### src/rtl/wand_bus_arbiter_if.sv
// Signal bundle between the wired-AND bus arbiter and its requesters/line sampler.
// The slave modport is the arbiter's view; master is the requester/bus side.
interface wand_bus_arbiter_if #(
  parameter int unsigned N = 4
);
  logic [N-1:0] req;
  logic [N-1:0] done;
  logic [N-1:0] data_in;
  logic         bus_in;
  logic         clr_err;
  logic [N-1:0] gnt;
  logic         busy;
  logic         drv_low;
  logic         err_contention;
  logic         err_timeout;

  modport master (
    output req, done, data_in, bus_in, clr_err,
    input  gnt, busy, drv_low, err_contention, err_timeout
  );

  modport slave (
    input  req, done, data_in, bus_in, clr_err,
    output gnt, busy, drv_low, err_contention, err_timeout
  );
endinterface

### src/rtl/wand_bus_arbiter.sv
// Round-robin owner arbiter for a shared open-drain (wired-AND) line with
// forced-release timeout, a one-cycle turnaround and sticky contention/timeout flags.
module wand_bus_arbiter #(
  parameter int unsigned N   = 4,
  parameter int unsigned TMO = 16
) (
  input  logic                 clk,
  input  logic                 rst_n,
  wand_bus_arbiter_if.slave    bus
);

  localparam int unsigned IW = (N > 1) ? $clog2(N) : 1;
  localparam int unsigned SW = IW + 1;
  localparam int unsigned HW = (TMO > 1) ? $clog2(TMO) : 1;

  typedef enum logic [1:0] {
    IDLE = 2'd0,
    OWN  = 2'd1,
    TURN = 2'd2
  } state_t;

  state_t        r_state;
  state_t        w_state_nxt;
  logic [IW-1:0] r_owner;
  logic [IW-1:0] w_owner_nxt;
  logic [IW-1:0] r_last_ptr;
  logic [IW-1:0] w_last_nxt;
  logic [IW-1:0] w_sel;
  logic [SW-1:0] w_idx;
  logic [HW-1:0] r_hold;
  logic [HW-1:0] w_hold_nxt;
  logic [N-1:0]  r_gnt;
  logic [N-1:0]  w_gnt_nxt;
  logic          r_busy;
  logic          r_drv_low;
  logic          w_drv_nxt;
  logic          r_err_contention;
  logic          r_err_timeout;
  logic          w_found;
  logic          w_own_done;
  logic          w_own_drop;
  logic          w_tmo_hit;
  logic          w_tmo_set;
  logic          w_cont_set;

  // Round-robin pick: first requester strictly after last_ptr, wrapping modulo N.
  always_comb begin
    w_found = 1'b0;
    w_sel   = r_last_ptr;
    w_idx   = '0;
    for (int unsigned i = 1; i <= N; i++) begin
      w_idx = SW'(r_last_ptr) + SW'(i);
      if (w_idx >= SW'(N)) begin
        w_idx = w_idx - SW'(N);
      end
      if (!w_found && bus.req[IW'(w_idx)]) begin
        w_found = 1'b1;
        w_sel   = IW'(w_idx);
      end
    end
  end

  assign w_own_done = bus.done[r_owner];
  assign w_own_drop = ~bus.req[r_owner];
  assign w_tmo_hit  = (r_hold == HW'(TMO - 1));
  assign w_cont_set = r_busy & ~r_drv_low & ~bus.bus_in;

  always_comb begin
    w_state_nxt = r_state;
    w_owner_nxt = r_owner;
    w_last_nxt  = r_last_ptr;
    w_hold_nxt  = r_hold;
    w_gnt_nxt   = '0;
    w_drv_nxt   = 1'b0;
    w_tmo_set   = 1'b0;
    case (r_state)
      IDLE: begin
        w_hold_nxt = '0;
        if (w_found) begin
          w_state_nxt = OWN;
          w_owner_nxt = w_sel;
          w_last_nxt  = w_sel;
          w_gnt_nxt   = N'(1) << w_sel;
          w_drv_nxt   = ~bus.data_in[w_sel];
        end
      end
      OWN: begin
        // done outranks a coincident timeout, so the flag is only set without done.
        if (w_own_done || w_own_drop || w_tmo_hit) begin
          w_state_nxt = TURN;
          w_hold_nxt  = '0;
          w_tmo_set   = w_tmo_hit & ~w_own_done;
        end else begin
          w_hold_nxt = r_hold + HW'(1);
          w_gnt_nxt  = N'(1) << r_owner;
          w_drv_nxt  = ~bus.data_in[r_owner];
        end
      end
      TURN: begin
        w_state_nxt = IDLE;
        w_hold_nxt  = '0;
      end
      default: begin
        w_state_nxt = IDLE;
        w_hold_nxt  = '0;
      end
    endcase
  end

  always_ff @(posedge clk or negedge rst_n) begin
    if (!rst_n) begin
      r_state <= IDLE;
    end else begin
      r_state <= w_state_nxt;
    end
  end

  // last_ptr resets to N-1 so requester 0 wins the first arbitration.
  always_ff @(posedge clk or negedge rst_n) begin
    if (!rst_n) begin
      r_owner          <= '0;
      r_last_ptr       <= IW'(N - 1);
      r_hold           <= '0;
      r_gnt            <= '0;
      r_busy           <= 1'b0;
      r_drv_low        <= 1'b0;
      r_err_contention <= 1'b0;
      r_err_timeout    <= 1'b0;
    end else begin
      r_owner    <= w_owner_nxt;
      r_last_ptr <= w_last_nxt;
      r_hold     <= w_hold_nxt;
      r_gnt      <= w_gnt_nxt;
      r_busy     <= |w_gnt_nxt;
      r_drv_low  <= w_drv_nxt;
      if (w_cont_set) begin
        r_err_contention <= 1'b1;
      end else if (bus.clr_err) begin
        r_err_contention <= 1'b0;
      end
      if (w_tmo_set) begin
        r_err_timeout <= 1'b1;
      end else if (bus.clr_err) begin
        r_err_timeout <= 1'b0;
      end
    end
  end

  assign bus.gnt            = r_gnt;
  assign bus.busy           = r_busy;
  assign bus.drv_low        = r_drv_low;
  assign bus.err_contention = r_err_contention;
  assign bus.err_timeout    = r_err_timeout;

endmodule

### src/flat_wrapper.sv
// flat-port wrapper written by rule: the top's interface ports become plain ports
module wand_bus_arbiter_flat 
#(
  parameter int unsigned N   = 4,
  parameter int unsigned TMO = 16
)
  (clk, rst_n, bus_req, bus_done, bus_data_in, bus_bus_in, bus_clr_err, bus_gnt, bus_busy, bus_drv_low, bus_err_contention, bus_err_timeout);
  wand_bus_arbiter_if #(.N(N)) bus_i ();
  input  logic clk;
  input  logic rst_n;
  input wire logic [$bits(bus_i.req)-1:0] bus_req;
  input wire logic [$bits(bus_i.done)-1:0] bus_done;
  input wire logic [$bits(bus_i.data_in)-1:0] bus_data_in;
  input wire logic [$bits(bus_i.bus_in)-1:0] bus_bus_in;
  input wire logic [$bits(bus_i.clr_err)-1:0] bus_clr_err;
  output wire logic [$bits(bus_i.gnt)-1:0] bus_gnt;
  output wire logic [$bits(bus_i.busy)-1:0] bus_busy;
  output wire logic [$bits(bus_i.drv_low)-1:0] bus_drv_low;
  output wire logic [$bits(bus_i.err_contention)-1:0] bus_err_contention;
  output wire logic [$bits(bus_i.err_timeout)-1:0] bus_err_timeout;
  assign bus_i.req = bus_req;
  assign bus_i.done = bus_done;
  assign bus_i.data_in = bus_data_in;
  assign bus_i.bus_in = bus_bus_in;
  assign bus_i.clr_err = bus_clr_err;
  assign bus_gnt = bus_i.gnt;
  assign bus_busy = bus_i.busy;
  assign bus_drv_low = bus_i.drv_low;
  assign bus_err_contention = bus_i.err_contention;
  assign bus_err_timeout = bus_i.err_timeout;
  wand_bus_arbiter #(.N(N), .TMO(TMO)) u_core (.clk(clk), .rst_n(rst_n), .bus(bus_i));
endmodule
### config.mk
export PLATFORM = sky130hd
export DESIGN_NAME = wand_bus_arbiter_flat
export DESIGN_NICKNAME = d
export VERILOG_FILES = /design/src/rtl/wand_bus_arbiter_if.sv /design/src/rtl/wand_bus_arbiter.sv /design/src/flat_wrapper.sv
export SDC_FILE = /design/constraint.sdc
export NUM_CORES = 1
export LEC_CHECK = 0
export CORE_MARGIN = 3
export CORE_UTILIZATION = 46
export CTS_CLUSTER_DIAMETER = 40
export DETAILED_ROUTE_END_ITERATION = 16
export PLACE_DENSITY = 0.76
export SETUP_SLACK_MARGIN = 0.15
export SYNTH_ARGS = -nofsm -noshare
export SYNTH_HDL_FRONTEND = slang
export SYNTH_SLANG_ARGS = --single-unit
### constraint.sdc
create_clock -name clk -period 2.3 [get_ports clk]
set_clock_uncertainty 0.2 [all_clocks]
set_input_delay 0.575 -clock clk [delete_from_list [all_inputs] [get_ports clk]]
set_output_delay 0.575 -clock clk [all_outputs]
set_load 0.005 [all_outputs]
==> results.py <==
metrics = {
    "status": {
        "status": "finished, final reports clean",
    },
    "clock_tree": {
        "cts_tree": "yes",
        "clkLatencyLatePin_ns": 0.29,
        "clock_sinks": 18,
        "htree_levels": 1,
        "numCtsBuffers": 3,
        "cts_buffer_depth": 2,
        "path_clk_slew_ns": 0.10,
        "cts-root-buf": "clkbuf_4",
        "holdBufCountCts": 0,
    },
    "synth": {
        "synth.top_cell.area_share": 0.443,
        "syn_avg_cell_area_um2": 10.9,
        "ys.flop_type": "dfrtp_1",
        "ys_async_sr_fraction": 1.00,
        "synth_top_cell_by_area": "dfrtp_1",
        "synth_top_family_by_area": "simple AND/OR/NAND/NOR gates",
        "ys_ff_latch": 18,
        "ys_warn_count": 0,
        "synth_fa_ha_area_frac": 0.0139,
        "synth_compound_area_frac": 0.109,
        "netlist_area_um2": 903,
        "yosys-top-cells-area": "dfrtp_1 44%, dfstp_2 5.8%, mux4_1 5.8%",
        "synth_cell_types": 33,
        "synth_xor_area_frac": 0.0194,
        "synth_nets": 100,
        "yosysSeqAreaShare": 0.501,
        "synthMuxAreaShare": 0.105,
        "synth-simple-area-share": 0.217,
        "synth_edf_count": 0,
        "netlist_instances": 83,
    },
    "critical_path": {
        "reg2reg_depth": 6,
        "cp_data_arrival_time_ns": 2.17,
        "path_max_fanout": 3,
        "cp.required_ns": 2.34,
        "crit_type": "in -> reg",
        "ff2ff_setup_slack_ns": 0.21,
        "r2r_start": "u_core.r_owner[0]",
        "endpoint_kind": "flop",
        "cp-start-kind": "primary input",
        "timing.rr.end": "u_core.bus.drv_low",
    },
    "place": {
        "io_buffers": 23,
        "place.gp.congestion": 0.758,
        "pre_cts_slack_ns": -0.319,
        "dp_hpwl_mm": 1.79,
    },
    "die": {
        "ioPinCount": 24,
        "die_height_um": 50.3,
        "die_w_um": 50.3,
        "core-area_um2": 1780,
        "die-area_um2": 2530,
        "rows": 15,
        "start_util": 0.507,
    },
    "sta": {
        "fmax_mhz": 470,
        "drv_slew": 0,
        "finalSetupViolCount": 0,
        "finalSetupTns_ns": 0,
        "hold_viol": 0,
        "finalCritPeriodShare": 0.926,
        "fin_hold_ws_ns": 0.291,
        "worstMarginPinSlew_ns": 0.437,
        "rsz0062_at_grt": "true",
        "fin_crit_ns": 2.13,
        "layout_setup_ws_ns": 0.171,
        "relSlewSlack": 0.707,
    },
    "min_path": {
        "worst_hold_path.num_cells": 1,
        "min_path_type": "reg -> reg",
        "whs_endpoint": "u_core.r_hold[0]",
        "hp-start": "u_core.r_hold[0]",
    },
    "routing": {
        "drtIter0Drc": 18,
        "first_pass_iters": 4,
        "vias": 837,
        "post-route-drc-count": 0,
        "wl_per_cell_um": 15.7,
        "vias_per_cell": 5.47,
        "ant_nets": 0,
        "wl_mm": 2.40,
    },
    "power": {
        "intPower_mw": 1.02,
        "seqPwrFrac": 0.348,
        "pwr_density_cell_nw_per_um2": 1140,
        "leakagePower_nw": 0.636,
        "ir_drop_mv": 0.645,
        "netSwitchingFraction": 0.349,
        "p_clk_frac": 0.125,
        "switchingPower_mw": 0.547,
        "p_comb_frac": 0.527,
    },
    "grt": {
        "grt_pass1_wl_mm": 3.99,
        "grt_pass1_vias": 864,
        "grt_usage": 0.217,
        "overflow": 0,
        "grt_antenna_before_repair": 0,
        "grt_max_degree": 19,
    },
    "finish": {
        "drive_gt1_frac": 0.320,
        "n_antenna_cell": 0,
        "final_nets": 146,
        "area_growth_pct": 51.4,
    },
    "job": {
        "cap_viol_max_count": 0,
    },
}
## sequential cells by signal (all words and copies together) (netlist names)
name                       cells
u_core.bus.err_timeout         1
u_core.r_hold                  4
u_core.r_owner                 2
u_core.bus.busy                1
u_core.r_last_ptr              2
u_core.bus.drv_low             1
u_core.bus.gnt                 4
u_core.bus.err_contention      1
u_core.r_state                 2
## how the worst max path moves through the flow
stage,from,to,slack [ns],cells past startpoint
after detailed placement,bus_req[3],u_core.bus.drv_low,-0.32,6
after global routing,bus_done[3],u_core.bus.gnt[2],0.15,6
after global placement,bus_req[3],u_core.bus.drv_low,-0.27,6
after floorplan,bus_done[3],u_core.bus.gnt[2],0.22,5
final,bus_done[3],u_core.bus.gnt[2],0.17,6
after CTS,bus_done[3],u_core.bus.gnt[2],0.19,6
## Yosys cell counts (all sizes together), types with 2 or more instances
library cell  count
dfrtp            16
nand2            10
nor2             10
a21oi             4
inv               4
nand2b            4
mux4              3
nor3              3
a22o              2
dfstp             2
mux2i             2
nand3             2
nor4              2
o21ai             2
o32ai             2
## cell families after synthesis
group           after synthesis
compound gates               14
xor+xnor                      2
fa+ha+maj                     1
buf+inv                       6
flops                        18
mux                           5
simple gates                 37
## critical path, stage by stage
cell and delay [ns]:
dlygate4sd2_1 0.23, mux4_2 0.48, or3b_4 0.42, nand2b_4 0.18
nor2_4 0.13, a22o_1 0.15
## what timing repair did
item | in CTS | in global routing
buffers inserted | 1 | 1
pin swaps | 3 | 1
setup endpoints to repair | 12 | 3
resized for setup | 19 | 1
## routing by layer
| layer | track usage | vias up | wire length (µm) |
|---|---|---|---|
| li1 | - | 387 | - |
| met3 | 0.0534 | 10 | 178 |
| met1 | 0.237 | 403 | 934 |
| met2 | 0.376 | 37 | 1220 |
| met5 | 0 | - | 0 |
| met4 | 0.130 | 0 | 69 |
## placed cells by master, fill, tap and decap left out, types with 3 or more instances in the layout
cell type and count:
clkbuf_4 3, a21oi_1 4, dlygate4sd2_1 8, clkdlybuf4s50_1 15, inv_1 4, dfrtp_1 15
nor3_1 3, buf_4 19, nand2_1 9, nor2_2 3, nand2b_1 3, nor2_1 6
## per-stage QoR
| step | util | std cells | power [mW] | instance area (µm²) |
|---|---|---|---|---|
| global route | 0.767 | 153 | 1.67 | 1370 |
| floorplan | - | 83 | 0.894 | 903 |
| CTS | 0.759 | 152 | 1.54 | 1350 |
| finish | 0.767 | 153 | 1.56 | 1370 |
| global placement | 0.721 | 147 | 1.25 | 1280 |
| detailed placement | 0.721 | 147 | 1.28 | 1280 |
## final cells by class
type | count | area (µm²)
inverters | 4 | 15.0
well taps | 25 | 31.3
clock buffers | 4 | 36.3
flip-flops and latches | 18 | 454
fillers | 124 | 415
multi-input cells | 59 | 457
repair buffers | 43 | 374
## power by group through the flow
stage	clock (mW)	sequential [mW]	combinational, mW
global placement	0	0.539	0.713
detailed placement	0	0.549	0.733
floorplan	0	0.522	0.372
finish	0.196	0.545	0.824
CTS	0.201	0.548	0.795
global route	0.221	0.559	0.893
Power figures use the tool's default switching activity.
==> RTL change: new RTL, config.mk and constraints unchanged <==
`TMO` is set to 16 in 2 places; all go to 32.
--- a/src/rtl/wand_bus_arbiter.sv
+++ b/src/rtl/wand_bus_arbiter.sv
@@ -3,5 +3,5 @@
 module wand_bus_arbiter #(
   parameter int unsigned N   = 4,
-  parameter int unsigned TMO = 16
+  parameter int unsigned TMO = 32
 ) (
   input  logic                 clk,
--- a/src/flat_wrapper.sv
+++ b/src/flat_wrapper.sv
@@ -3,5 +3,5 @@
 #(
   parameter int unsigned N   = 4,
-  parameter int unsigned TMO = 16
+  parameter int unsigned TMO = 32
 )
   (clk, rst_n, bus_req, bus_done, bus_data_in, bus_bus_in, bus_clr_err, bus_gnt, bus_busy, bus_drv_low, bus_err_contention, bus_err_timeout);
Function: no difference found for any inputs over 10 cycles, from zero or initial values and one cycle with rst_n low; that may be too few to reach the edited logic, so the function may still have changed.
==> RTL change against the unedited design <==
Die area rose by 6.9%; register-to-register slack improved by 90 ps; worst setup slack improved by 30 ps; combinational power fell by 21%; routed wire length fell by 20%; power fell by 11%; critical path type unchanged; critical endpoint is now u_core.bus.drv_low$_DFF_PN0_; count of clock-buffer cells in the layout fell by 1; synthesized cell count rose by 8.4%; synthesized area rose by 7.9%; sequential cell count rose by 1; cell area fell by 5.0%; highest routed layer unchanged; sequential share of layout area rose by 3.6 points.
==> RTL change: results (changes against the unedited design) <==
- Vias in the first global route: 760 (-12%)
- Status: finished, final reports clean
- Critical Path AT: 2080 ps (-90 ps)
- Area contributors post-synth: dfrtp_1 (44%), mux4_2 (6.9%), nor2_1 (6.2%)
- IR drop worst, VDD: 0.692 mV (+7.3%)
- Vias: 752 (-10%)
- Largest register FFs: 5
- Max Used Layer: met4
- # fillers: 140 (+13%)
- Synth cell count leaders: dfrtp_1 (17), nor2_1 (16), inv_1 (7)
- Largest net degree at the start of global routing: 20 (+1)
- Metal2 WL: 950 um (-22%)
- FF/Latch Area: 478 um^2 (+5.2%)
- Period utilisation layout: 91.3% (-1.3 points)
- Post_cts resized: 0 (-19)
- Cell family with most CP delay: compound AO/OA/AOI/OAI gates
- Layout cells sized above 1: 17.4% (-15 points)
- GP Congestion: 0.823 (+8.5%)
- Area after DPL: 1260 um^2 (-1.8%)
- Syn Inst Count: 90 (+8.4%)
- Leakage: 0.000604 uW (-5.1%)
- NumNets Final: 140 (-4.1%)
- Post-synthesis sequential area ratio: 49.0% (-1.1 points)
- DR WL/cell: 13.0 um (-17%)
- Setup Buffers After CTS: 0 (-1)
- Pre-CTS WS: -132 ps (+187 ps)
- Psw: 502 uW (-8.2%)
- CP max stage delay: 550 ps (+70 ps)
- Crit-path slowest cell: clkdlybuf4s50_1
- Met1 wire length: 901 um (-3.5%)
- DR iter-0 viols: 14 (-4)
- Syn_nets: 108 (+8.0%)
- Yosys warns: 0 (unchanged)
- Actual slew at the worst max-slew pin: 419 ps (-17.6 ps)
- WL met3: 55 um (-69%)
- Hpwl dp: 1510 um (-16%)
- First-pass GRT wire length: 3140 um (-21%)
- GR Util All Layers: 15.8% (-5.9 points)
- Non-filler cells, final: 148 (-3.3%)
- Fin Hold WS: 271 ps (-19.9 ps)
- Worst-path fanout max: 5 (+2)
RTL change: cells by family (layout without fill, tap and decap cells):
group / after synthesis / after routing / share of synthesized area, %
flip-flops: 19 / 19 / 49.0
adder cells (fa/ha/maj): 2 / 2 / 2.57
multiplexers: 4 / 4 / 7.96
AND/OR/NAND/NOR: 35 / 35 / 18.7
AO/OA/AOI/OAI: 19 / 19 / 14.9
XOR/XNOR: 2 / 2 / 1.80
buffers and inverters: 9 / 40 / 5.01
RTL change: final timing paths:
kind / startpoint / end / cells past startpoint
setup / recovery: bus_req[0] / u_core.bus.drv_low$_DFF_PN0_ / 5
hold / removal: u_core.r_hold[0]$_DFF_PN0_ / u_core.r_hold[0]$_DFF_PN0_ / 1
setup reg to reg: u_core.r_owner[0]$_DFFE_PN0P_ / u_core.r_hold[3]$_DFF_PN0_ / 5
hold reg to reg: u_core.r_hold[0]$_DFF_PN0_ / u_core.r_hold[0]$_DFF_PN0_ / 1
max in group asynchronous: rst_n / u_core.r_last_ptr[0]$_DFFE_PN1P_ / 2
min in group asynchronous: rst_n / u_core.bus.err_timeout$_DFFE_PN0P_ / 2
RTL change: area by class of cell:
| cell class | instances | area share [%] |
|---|---|---|
| Clock buffer | 3 | 1.73 |
| Sequential cell | 19 | 36.8 |
| Clock inverter | 1 | 0.385 |
| Timing Repair Buffer | 29 | 21.6 |
| Inverter | 7 | 2.02 |
| Multi-Input combinational cell | 62 | 34.9 |
| Tap cell | 27 | 2.60 |
RTL change: routing by layer:
metal	global-route usage, %	vias to the layer above
met5	0	-
met4	6.99	0
met3	2.58	2
met2	27.4	15
met1	19.0	357
li1	-	378
RTL change: power by group through the flow:
stage	registers, uW	clock network, uW	logic [uW]
after floorplan	540	0	418
after global routing	594	192	726
after global placement	578	0	641
after CTS	574	170	651
final	577	168	650
after detailed placement	582	0	649
